File: src/rtl/vga_pkg.sv
// Timing constants, RGB444 field layout and shared types for the 640x480@60 scan path.
package vga_pkg;

    localparam int H_ACTIVE = 640;
    localparam int H_FP     = 16;
    localparam int H_SYNC   = 96;
    localparam int H_BP     = 48;
    localparam int H_TOTAL  = H_ACTIVE + H_FP + H_SYNC + H_BP;
    localparam int V_ACTIVE = 480;
    localparam int V_FP     = 10;
    localparam int V_SYNC   = 2;
    localparam int V_BP     = 33;
    localparam int V_TOTAL  = V_ACTIVE + V_FP + V_SYNC + V_BP;
    localparam int FB_DEPTH = H_ACTIVE * V_ACTIVE;

    localparam int DW_RGB = 12;
    localparam int ADDR_W = 19;
    localparam int CNT_W  = 10;
    localparam int CH_W   = 4;
    localparam int R_LSB  = 8;
    localparam int G_LSB  = 4;
    localparam int B_LSB  = 0;

    // Syncs travel active-high so a cleared delay stage reads as "no pulse".
    typedef struct packed {
        logic active;
        logic hsync_pulse;
        logic vsync_pulse;
        logic frame_start;
    } scan_flags_t;

    function automatic logic in_span(input logic [CNT_W-1:0] cnt, input int lo, input int len);
        return (cnt >= CNT_W'(lo)) && (cnt < CNT_W'(lo + len));
    endfunction

endpackage

File: src/rtl/vga_pipe_delay.sv
// Fixed-depth shift register with asynchronous active-low clear.
module vga_pipe_delay #(
    parameter int DEPTH = 2,
    parameter int WIDTH = 4
) (
    input  logic             clk,
    input  logic             rst_n,
    input  logic [WIDTH-1:0] d,
    output logic [WIDTH-1:0] q
);

    logic [WIDTH-1:0] stage_r [DEPTH];

    // Shift one stage per clock; reset clears every stage.
    always_ff @(posedge clk or negedge rst_n) begin
        if (!rst_n) begin
            for (int i = 0; i < DEPTH; i++) begin
                stage_r[i] <= WIDTH'(0);
            end
        end else begin
            stage_r[0] <= d;
            for (int i = 1; i < DEPTH; i++) begin
                stage_r[i] <= stage_r[i-1];
            end
        end
    end

    assign q = stage_r[DEPTH-1];

endmodule

File: src/rtl/vga_scan_ctrl.sv
// VGA scan controller: raster counters, frame-buffer read address, and sync/pixel
// re-alignment behind the frame-buffer read latency.
module vga_scan_ctrl #(
    parameter int DW       = vga_pkg::DW_RGB,
    parameter int RD_LAT   = 1,
    parameter int H_ACTIVE = vga_pkg::H_ACTIVE,
    parameter int H_FP     = vga_pkg::H_FP,
    parameter int H_SYNC   = vga_pkg::H_SYNC,
    parameter int H_BP     = vga_pkg::H_BP,
    parameter int V_ACTIVE = vga_pkg::V_ACTIVE,
    parameter int V_FP     = vga_pkg::V_FP,
    parameter int V_SYNC   = vga_pkg::V_SYNC,
    parameter int V_BP     = vga_pkg::V_BP
) (
    input  logic                       i_clk25m,
    input  logic                       i_rstn,
    output logic [vga_pkg::ADDR_W-1:0] o_vga_addr,
    input  logic [DW-1:0]              i_vga_data,
    output logic [vga_pkg::CH_W-1:0]   o_vga_r,
    output logic [vga_pkg::CH_W-1:0]   o_vga_g,
    output logic [vga_pkg::CH_W-1:0]   o_vga_b,
    output logic                       o_vga_hsync,
    output logic                       o_vga_vsync,
    output logic                       o_frame_start
);
    import vga_pkg::scan_flags_t;
    import vga_pkg::in_span;

    localparam int CW         = vga_pkg::CNT_W;
    localparam int AW         = vga_pkg::ADDR_W;
    localparam int CH         = vga_pkg::CH_W;
    localparam int H_TOT      = H_ACTIVE + H_FP + H_SYNC + H_BP;
    localparam int V_TOT      = V_ACTIVE + V_FP + V_SYNC + V_BP;
    localparam int ADDR_MAX   = H_ACTIVE * V_ACTIVE - 1;
    localparam int PIPE_DEPTH = 1 + RD_LAT;

    logic [CW-1:0] h_cnt_r, v_cnt_r, h_cnt_next_s, v_cnt_next_s;
    logic [AW-1:0] addr_cnt_r, addr_cnt_next_s;
    logic          h_last_s, v_last_s, addr_inc_s;
    scan_flags_t   flags_s, flags_dly_s;
    logic [DW-1:0] pixel_s;

    // Decode the current raster position into flags and the address-advance condition.
    always_comb begin
        h_last_s              = (h_cnt_r == CW'(H_TOT - 1));
        v_last_s              = (v_cnt_r == CW'(V_TOT - 1));
        flags_s.active        = (h_cnt_r < CW'(H_ACTIVE)) && (v_cnt_r < CW'(V_ACTIVE));
        flags_s.hsync_pulse   = in_span(h_cnt_r, H_ACTIVE + H_FP, H_SYNC);
        flags_s.vsync_pulse   = in_span(v_cnt_r, V_ACTIVE + V_FP, V_SYNC);
        flags_s.frame_start   = (h_cnt_r == CW'(0)) && (v_cnt_r == CW'(0));
        // Address of the next position: step within a line, and step again at the line
        // wrap so blanking holds the last active address of the line.
        addr_inc_s = ((flags_s.active && (h_cnt_r != CW'(H_ACTIVE - 1)))
                      || (h_last_s && (v_cnt_r < CW'(V_ACTIVE - 1))))
                     && (addr_cnt_r != AW'(ADDR_MAX));
    end

    // Next raster position and read address.
    always_comb begin
        h_cnt_next_s    = h_cnt_r + CW'(1);
        v_cnt_next_s    = v_cnt_r;
        addr_cnt_next_s = addr_cnt_r;
        if (h_last_s) begin
            h_cnt_next_s = CW'(0);
            if (v_last_s) begin
                v_cnt_next_s = CW'(0);
            end else begin
                v_cnt_next_s = v_cnt_r + CW'(1);
            end
        end else begin
            h_cnt_next_s = h_cnt_r + CW'(1);
        end
        if (h_last_s && v_last_s) begin
            addr_cnt_next_s = AW'(0);
        end else if (addr_inc_s) begin
            addr_cnt_next_s = addr_cnt_r + AW'(1);
        end else begin
            addr_cnt_next_s = addr_cnt_r;
        end
    end

    // Raster and address state.
    always_ff @(posedge i_clk25m or negedge i_rstn) begin
        if (!i_rstn) begin
            h_cnt_r    <= CW'(0);
            v_cnt_r    <= CW'(0);
            addr_cnt_r <= AW'(0);
        end else begin
            h_cnt_r    <= h_cnt_next_s;
            v_cnt_r    <= v_cnt_next_s;
            addr_cnt_r <= addr_cnt_next_s;
        end
    end

    vga_pipe_delay #(
        .DEPTH (PIPE_DEPTH),
        .WIDTH ($bits(scan_flags_t))
    ) u_flag_dly (
        .clk   (i_clk25m),
        .rst_n (i_rstn),
        .d     (flags_s),
        .q     (flags_dly_s)
    );

    // Blanking is forced black whatever the frame buffer returns.
    always_comb begin
        if (flags_dly_s.active) begin
            pixel_s = i_vga_data;
        end else begin
            pixel_s = DW'(0);
        end
    end

    // Output registers: address one cycle after the counters, pins aligned with returned data.
    always_ff @(posedge i_clk25m or negedge i_rstn) begin
        if (!i_rstn) begin
            o_vga_addr    <= AW'(0);
            o_vga_r       <= CH'(0);
            o_vga_g       <= CH'(0);
            o_vga_b       <= CH'(0);
            o_vga_hsync   <= 1'b1;
            o_vga_vsync   <= 1'b1;
            o_frame_start <= 1'b0;
        end else begin
            o_vga_addr    <= addr_cnt_r;
            o_vga_r       <= pixel_s[vga_pkg::R_LSB +: CH];
            o_vga_g       <= pixel_s[vga_pkg::G_LSB +: CH];
            o_vga_b       <= pixel_s[vga_pkg::B_LSB +: CH];
            o_vga_hsync   <= ~flags_dly_s.hsync_pulse;
            o_vga_vsync   <= ~flags_dly_s.vsync_pulse;
            o_frame_start <= flags_dly_s.frame_start;
        end
    end

endmodule

File: config.mk
export PLATFORM = sky130hd
export DESIGN_NAME = vga_scan_ctrl
export DESIGN_NICKNAME = d
export VERILOG_FILES = /design/src/rtl/vga_pkg.sv /design/src/rtl/vga_pipe_delay.sv /design/src/rtl/vga_scan_ctrl.sv
export SDC_FILE = /design/constraint.sdc
export NUM_CORES = 1
export LEC_CHECK = 0
export CAP_MARGIN = 20
export CORE_MARGIN = 2
export CORE_UTILIZATION = 40
export CTS_BUF_LIST = sky130_fd_sc_hd__clkbuf_16
export DETAILED_ROUTE_END_ITERATION = 6
export MAX_ROUTING_LAYER = met4
export PLACE_DENSITY = 0.72
export SLEW_MARGIN = 10
export SYNTH_ARGS = -nofsm -noshare
export SYNTH_HDL_FRONTEND = slang
export SYNTH_SLANG_ARGS = --single-unit
export TNS_END_PERCENT = 30
File: constraint.sdc
create_clock -name i_clk25m -period 6.6 [get_ports i_clk25m]
set_input_delay 1.65 -clock i_clk25m [delete_from_list [all_inputs] [get_ports i_clk25m]]
set_output_delay 1.65 -clock i_clk25m [all_outputs]
set_load 0.005 [all_outputs]
**Word level (Yosys, flattened, before mapping)**

Index checks and enable logic that the tools add are counted.

- Flip-flop bits (word level): 81
- Output and inout bits: 34
- Logic and storage cells: 45

- Multiplexer cells: 5
- Bitwise logic cells: 2
- Reduce and logical (&&, ||, !) cells: 12
- Add/subtract/negate cells: 3
- Magnitude comparators: 7
- Equal/unequal tests: 4

Operator list:

| operator | number |
|---|---|
| $mux 19 | 2 |
| $lt 10x9->1 const B | 3 |
| $add 10x1->10 const B | 2 |
| $eq 10x10->1 const B | 2 |
| $logic_not 10->1 | 2 |
| $lt 10x10->1 const B | 2 |
| $mux 10 | 2 |
| $add 19x1->19 const B | 1 |
| $ne 19x19->1 const B | 1 |
| $mux 12 | 1 |
| $ge 10x10->1 const B | 1 |
| $ge 10x9->1 const B | 1 |
| $ne 10x10->1 const B | 1 |
| $logic_and 1x1->1 | 8 |
| $not 1->1 | 2 |
| $reduce_bool 2->1 | 1 |
| $logic_or 1x1->1 | 1 |

**Longest topological paths before layout**

Gate-level depths: netlist of the first run.

- Word-level depth: 7
- Depth in mapped cells: 8

**Cells and area by module**

Synthesis of the first run repeated with hierarchy kept, for this count alone.

- Cell total of the unflattened synthesis: 309
- Area, all modules: 3484.6 µm²

Modules (own cells, without submodules):

| module | seq. area each (µm²) | cells an instance | area an instance (µm²) | instances |
|---|---|---|---|---|
| vga_scan_ctrl | 1829.3 | 297 | 3254.4 | 1 |
| vga_pipe_delay | 200.2 | 12 | 230.2 | 1 |

**Worst setup path before layout of the first run**

Ideal clock, no wire load.

- Path kind: reg-to-output
- From: register o_vga_hsync
- To: output port o_vga_hsync
- Arrival time: 501 ps
- Path slack: 4449 ps
- Required time: 4950 ps
- Stages on the path, launching flop included: 1
- Path through: dfstp_2

RTL lines:

| element | line | RTL |
|---|---|---|
| start: declaration | vga_scan_ctrl.sv:22 | `output logic o_vga_hsync,` |
| start signal: assignment | vga_scan_ctrl.sv:129 | `o_vga_hsync <= ~flags_dly_s.hsync_pulse;` |

No word-level cell between the ends.

**Final worst setup path of the first run**

- From: register o_vga_vsync
- To: output port o_vga_vsync

RTL lines:

| element | line | RTL |
|---|---|---|
| start: declaration | vga_scan_ctrl.sv:23 | `output logic o_vga_vsync,` |
| start signal: assignment | vga_scan_ctrl.sv:130 | `o_vga_vsync <= ~flags_dly_s.vsync_pulse;` |

No word-level cell between the ends.

==> flow_metrics.py, run 1 <==
metrics = {
    "job": {
        "drv_cap": 0,
    },
    "setup_path": {
        "crit_family": "flip-flops",
        "crit_path_start_kind": "flop",
        "worstPathMaxFanout": 1,
        "cpMaxStageDelayCell": "dfstp_2",
        "cp.required_ns": 4.95,
        "path_buf_inv": 1,
        "crit_arrival_ns": 1.33,
        "critPathMaxStageDelay_ns": 0.52,
        "worst_setup_path_end_kind": "primary output",
        "startpoint": "o_vga_vsync",
        "path_class": "flop to primary output",
        "r2r_start": "h_cnt_r[0]",
        "crit_chain": "clkdlybuf4s50_1",
    },
    "clock_network": {
        "clk_pin_slew_worst_paths_ns": 0.06,
        "root_buffer": "clkbuf_16",
        "clk_latency_ns": 0.33,
        "clkSinkCount": 81,
        "h-tree-depth": 3,
        "cts_tree": "built",
        "cts.repair.resized": 0,
        "cts.path.max_buffers": 2,
        "numCtsBuffers": 9,
        "cts_hold_buf": 0,
        "post_cts_buffers": 0,
    },
    "timing": {
        "max_freq_mhz": 335.7,
        "worstMarginPinSlew_ns": 0.9803,
        "rsz0062_at_grt": "no",
        "hold_viol": 0,
        "finalCritPeriodShare": 0.4514,
        "slew_violations": 0,
        "fin_skew_ns": 0.01006,
        "slew_headroom": 0.3465,
        "setup_tns_ns": 0,
        "period_minus_slack_ns": 2.979,
        "whs_ns": 0.3474,
        "setup_viol_count_final": 0,
    },
    "yosys": {
        "synth.distinct_cells": 46,
        "yosys_warnings": 0,
        "dominantRegCellSynth": "dfrtp_1",
        "yosysSeqAreaShare": 0.5941,
        "syn_nets": 309,
        "postSynthCellCount": 290,
        "syn_area_um2": 3416,
        "yosys_register_bits": 81,
        "ys_async_sr_fraction": 1.000,
        "avgSynthCellArea_um2": 11.78,
        "synth_edf_count": 0,
    },
    "place": {
        "dp_hpwl_um": 4209,
        "port-buffer-count": 47,
        "gp_congestion": 0.8295,
    },
    "min_path": {
        "min_from": "u_flag_dly.q[2]",
        "hold_path.class": "flop to flop",
    },
    "grt": {
        "grtUsageTotal": 0.1577,
        "grt_pass1_vias": 2238,
        "grt_max_degree": 82,
        "grt_pass1_wl_um": 10900,
        "overflow": 0,
        "antenna_found_initial": 0,
    },
    "floorplan": {
        "dieArea_um2": 9295,
        "die_w_um": 96.41,
        "placementRows": 33,
        "core_um2": 8258,
        "io-pin-count": 48,
        "die_h_um": 96.41,
        "initial_core_util": 0.4136,
    },
    "drt": {
        "drc": 0,
        "wl_um": 6601,
        "ant_nets": 0,
        "wire_per_inst_um": 14.83,
        "post_drt_via_cell_ratio": 5.362,
        "drt-initial-drc-count": 153,
        "vias": 2386,
        "dr.pass1.iters": 4,
    },
    "final_layout": {
        "area_growth_pct": 24.43,
        "diodes": 0,
        "drive_above_1_share": 0.08529,
        "final_nets": 354,
    },
    "power_and_ir_drop": {
        "pwr-share-seq": 0.489,
        "clockPowerShare": 0.485,
        "vdd_drop_max_v": 0.0001030,
        "pwr-share-comb": 0.026,
        "internal-power_uw": 810.7,
        "p_sw_frac": 0.2092,
        "p_leak_nw": 1.922,
        "p_switching_uw": 214.5,
        "power.density_nw_per_um2": 241.2,
    },
    "run_status": {
        "status": "finished, final reports clean",
    },
}
==> Yosys cell counts (2+ instances only) <==
master / n / area, um^2
nor3_1: 11 / 55.05
and2_1: 18 / 112.6
nor2b_1: 4 / 25.02
a211o_1: 3 / 26.28
buf_2: 3 / 15.01
a221o_1: 6 / 60.06
a31oi_1: 2 / 12.51
nand3_1: 13 / 65.06
xor2_1: 9 / 78.83
xnor2_1: 4 / 35.03
dfstp_2: 2 / 52.55
nand4_1: 10 / 62.56
nand2_1: 22 / 82.58
ha_1: 5 / 62.56
nor4_1: 8 / 50.05
nor4b_1: 4 / 35.03
o31ai_1: 3 / 22.52
a21oi_1: 3 / 15.01
mux2i_1: 5 / 50.05
and3_1: 8 / 50.05
or4_1: 3 / 22.52
mux2_2: 2 / 22.52
buf_6: 2 / 22.52
o21a_1: 2 / 15.01
dfrtp_1: 79 / 1977
o21ai_0: 9 / 45.04
and4_1: 9 / 78.83
inv_1: 6 / 22.52
nor2_1: 11 / 41.29
clkbuf_1: 8 / 30.03
==> power by group through the flow <==
stage | registers [mW] | clock network (mW) | logic, mW
final | 0.501 | 0.497 | 0.0269
after global routing | 0.501 | 0.530 | 0.0303
after CTS | 0.501 | 0.507 | 0.0278
after detailed placement | 0.510 | 0 | 0.0276
after global placement | 0.510 | 0 | 0.0273
after floorplan | 0.511 | 0 | 0.00248
==> cells in the final DEF (no fill, tap or decap), types with 5 or more instances in the layout <==
master and instances:
and4_1 9, mux2i_1 5, ha_1 5, nor3_1 11
nor4_1 8, o21ai_0 9, dfrtp_1 79, clkdlybuf4s50_1 46
a221o_1 6, xor2_1 9, and2_1 18, nor2_1 11
nand2_1 22, nand4_1 10, clkbuf_16 9, nand3_1 13
and3_1 8, inv_1 6
==> registers in the layout, indices dropped and copies added (netlist names) <==
register and cells:
addr_cnt_r 19, o_vga_addr 19, h_cnt_r 10, v_cnt_r 10, o_vga_b 4, o_vga_g 4
o_vga_r 4, u_flag_dly.q 4, u_flag_dly.stage_r 4, o_frame_start 1, o_vga_hsync 1, o_vga_vsync 1
==> path summary, 6_finish.rpt <==
check / end / slack (ns) / cells past startpoint
worst max-delay path: o_vga_vsync / 3.62 / 1
worst min-delay path: o_vga_hsync / 0.35 / 1
worst max register to register: addr_cnt_r[16] / 3.83 / 6
worst min register to register: o_vga_hsync / 0.35 / 1
max in group asynchronous: v_cnt_r[9] / 4.49 / 1
min in group asynchronous: o_vga_addr[8] / 1.48 / 1
==> cells by family (layout without fill, tap and decap cells) <==
| group | count (synthesis) | in the layout | share of synthesized area |
|---|---|---|---|
| adders and majority gates | 5 | 5 | 0.01832 |
| and+or+nand+nor | 131 | 131 | 0.2326 |
| muxes | 7 | 7 | 0.02125 |
| xor gates and xnor gates | 13 | 13 | 0.03333 |
| buffers and inverters | 19 | 69 | 0.02637 |
| DFF | 81 | 81 | 0.5941 |
| AOI/OAI and AO/OA | 34 | 34 | 0.07399 |
==> routing by layer <==
| layer | wire [um] | GRT usage |
|---|---|---|
| met2 | 3260 | 0.2448 |
| met5 | 0 | - |
| met4 | 103 | 0.06925 |
| met3 | 290 | 0.02870 |
| met1 | 2946 | 0.2035 |
==> through the flow <==
stage / cell area (um^2) / std cells / util / setup slack [ns] / power [mW]
2_1_floorplan: 3416 / 290 / - / 4.449 / 0.5135
3_3_place_gp: 3948 / 429 / 0.4780 / 3.971 / 0.5376
3_5_place_dp: 3948 / 429 / 0.4780 / 3.908 / 0.5380
4_1_cts: 4250 / 445 / 0.5147 / 3.607 / 1.036
5_1_grt: 4250 / 445 / 0.5147 / 3.476 / 1.061
6_report: 4250 / 445 / 0.5147 / 3.621 / 1.025
==> cell type report <==
class,count,area [um^2]
well taps,105,131.4
repair buffers,47,467.9
inverters,6,22.52
flip-flops and latches,81,2029
fillers,716,4008
multi-input cells,190,1296
clock inverters,7,77.57
clock buffers,9,225.2
(Power assumes the default switching activity.)
==> inputs of run 2 (changes only) <==
--- a/config.mk
+++ b/config.mk
@@ -11,7 +11,7 @@
 export CTS_BUF_LIST = sky130_fd_sc_hd__clkbuf_16
 export DETAILED_ROUTE_END_ITERATION = 6
 export MAX_ROUTING_LAYER = met4
-export PLACE_DENSITY = 0.72
+export PLACE_DENSITY = 0.74
 export SLEW_MARGIN = 10
 export SYNTH_ARGS = -nofsm -noshare
 export SYNTH_HDL_FRONTEND = slang
==> constraint.sdc (replaced) <==
create_clock -name i_clk25m -period 2.6 [get_ports i_clk25m]
set_input_delay 0.65 -clock i_clk25m [delete_from_list [all_inputs] [get_ports i_clk25m]]
set_output_delay 0.65 -clock i_clk25m [all_outputs]
set_load 0.005 [all_outputs]
==> run 2 against run 1 <==
  * Register-to-register slack worse by 3.6 ns
  * Critical path type is now flop to flop
  * Clock power rose by 150%
  * Setup slack got worse by 3.4 ns
  * Via count grew 4.4%
  * Combinational power increased to 2.6 times the previous value
  * Clock skew is 0.0024 ns lower
  * Clock-buffer cell count unchanged
  * Sequential cell count did not move
  * Total power rose to 2.5 times the previous value
  * Global-route usage up 0.25 points
==> flow_metrics.py, run 2 (synthesized netlist as in run 1, its figures left out) <==
metrics = {
    "run_status": {
        "status": "finished, final reports clean",
    },
    "final_layout": {
        "drive_above_1_share": 0.1012,
        "layout_common_cells": "dfrtp_1 (79), clkdlybuf4s50_1 (46), nand2_1 (22), and2_1 (18), nand3_1 (13)",
        "top_regs": "addr_cnt_r (19), o_vga_addr (19)",
        "final_nets": 360,
        "diodes": 0,
        "area_growth_pct": 26.12,
        "final_common_cell": "dfrtp_1",
    },
    "floorplan": {
        "die_h_um": 96.41,
        "placementRows": 33,
        "initial_core_util": 0.4136,
        "dieArea_um2": 9295,
        "io-pin-count": 48,
        "die_w_um": 96.41,
        "core_um2": 8258,
    },
    "clock_network": {
        "clkSinkCount": 81,
        "cts_hold_buf": 0,
        "clk_latency_ns": 0.34,
        "h-tree-depth": 3,
        "clk_pin_slew_worst_paths_ns": 0.06,
        "post_cts_buffers": 0,
        "numCtsBuffers": 9,
        "cts_tree": "built",
        "root_buffer": "clkbuf_16",
        "cts.repair.resized": 0,
        "cts.path.max_buffers": 2,
    },
    "setup_path": {
        "path_class": "flop to flop",
        "path_buf_inv": 1,
        "startpoint": "v_cnt_r[0]",
        "r2r_start": "v_cnt_r[0]",
        "critPathMaxStageDelay_ns": 0.47,
        "rr_endpoint": "addr_cnt_r[13]",
        "crit_path_start_kind": "flop",
        "worst_setup_path_end_kind": "flop",
        "cpMaxStageDelayCell": "or4b_4",
        "ff2ff_path_depth": 7,
        "crit_family": "simple AND/OR/NAND/NOR gates",
        "r2r_slack_ns": 0.19,
        "worstPathMaxFanout": 9,
        "crit_chain": "inv_1 -> ha_1 -> or4b_4 -> nor4_4 -> and2_4 -> a21oi_2 -> a221o_1",
        "cp.required_ns": 2.81,
        "crit_arrival_ns": 2.62,
    },
    "drt": {
        "dr.pass1.iters": 4,
        "drc": 0,
        "ant_nets": 0,
        "wl_um": 6600,
        "wire_per_inst_um": 14.63,
        "drt-initial-drc-count": 118,
        "post_drt_via_cell_ratio": 5.523,
        "vias": 2491,
    },
    "place": {
        "gp_congestion": 0.8180,
        "post-place-ws_ns": 0.2257,
        "dp_hpwl_um": 4424,
        "port-buffer-count": 47,
    },
    "grt": {
        "grt_pass1_wl_um": 11210,
        "overflow": 0,
        "grtUsageTotal": 0.1601,
        "antenna_found_initial": 0,
        "grt_max_degree": 48,
        "grt_pass1_vias": 2335,
    },
    "power_and_ir_drop": {
        "power.density_nw_per_um2": 598.3,
        "p_leak_nw": 1.952,
        "vdd_drop_max_v": 0.0003309,
    },
    "timing": {
        "slew_violations": 0,
        "setup_tns_ns": 0,
        "setup_ws_ns": 0.1943,
        "slew_headroom": 0.6628,
        "fin_skew_ns": 0.007647,
        "worstMarginPinSlew_ns": 0.5059,
        "rsz0062_at_grt": "no",
        "max_freq_mhz": 415.7,
        "finalCritPeriodShare": 0.9253,
        "period_minus_slack_ns": 2.406,
        "setup_viol_count_final": 0,
        "hold_viol": 0,
    },
    "job": {
        "drv_cap": 0,
    },
    "min_path": {
        "hold_path.class": "primary input to asynchronous set/reset pin",
    },
}
[run 2: cell count changes in the layout (fill, tap and decap cells not counted)]
cell,delta
clkinvlp_4,+1
buf_4,+5
clkinv_4,-1
nor4b_2,+1
buf_12,+1
nor4b_1,-1
inv_1,+1
inv_6,-1
[run 2: final cells by class]
cell class	instances	area, um^2
fill	701	3950
sequential	81	2029
multi-input combinational	190	1303
timing repair buffer	53	525.5
clock buffer	9	225.2
tap	105	131.4
clock inverter	7	71.32
inverter	6	22.52
[run 2: worst max-delay path by stage]
stage / to / cells past startpoint
final: addr_cnt_r[13] / 7
after detailed placement: addr_cnt_r[13] / 7
after CTS: addr_cnt_r[13] / 7
after floorplan: addr_cnt_r[10] / 7
after global routing: addr_cnt_r[13] / 7
after global placement: addr_cnt_r[11] / 7
[run 2: layer usage]
metal | part of all wire | track usage | wire length [um]
met5 | 0 | - | 0
met4 | 0.021 | 0.08216 | 136
met3 | 0.045 | 0.02560 | 294
met2 | 0.49 | 0.2512 | 3226
met1 | 0.45 | 0.2018 | 2942
[run 2: power by group]
group	switching, mW	leakage, nW	internal [mW]
sequential	0.00228	1.05	1.27
clock	0.491	0.143	0.742
combinational	0.0314	0.761	0.0398
total	0.525	1.95	2.05
[run 2: metrics by stage]
stage                 util  instances  area, um^2  hold WS (ns)  power, mW
finish              0.5217        451        4308        0.2613      2.577
global route        0.5217        451        4308        0.3042      2.665
CTS                 0.5209        451        4302        0.2825      2.600
detailed placement  0.4850        435        4005        0.3347      1.369
global placement    0.4850        435        4005        0.3329      1.368
floorplan                -        290        3416        0.3312      1.304
[run 2: worst register-to-register path, stage by stage, from the launching register on]
cell	delay (ns)
dfrtp_1	0.41
inv_1	0.10
ha_1	0.14
or4b_4	0.47
nor4_4	0.42
and2_4	0.25
a21oi_2	0.10
a221o_1	0.39
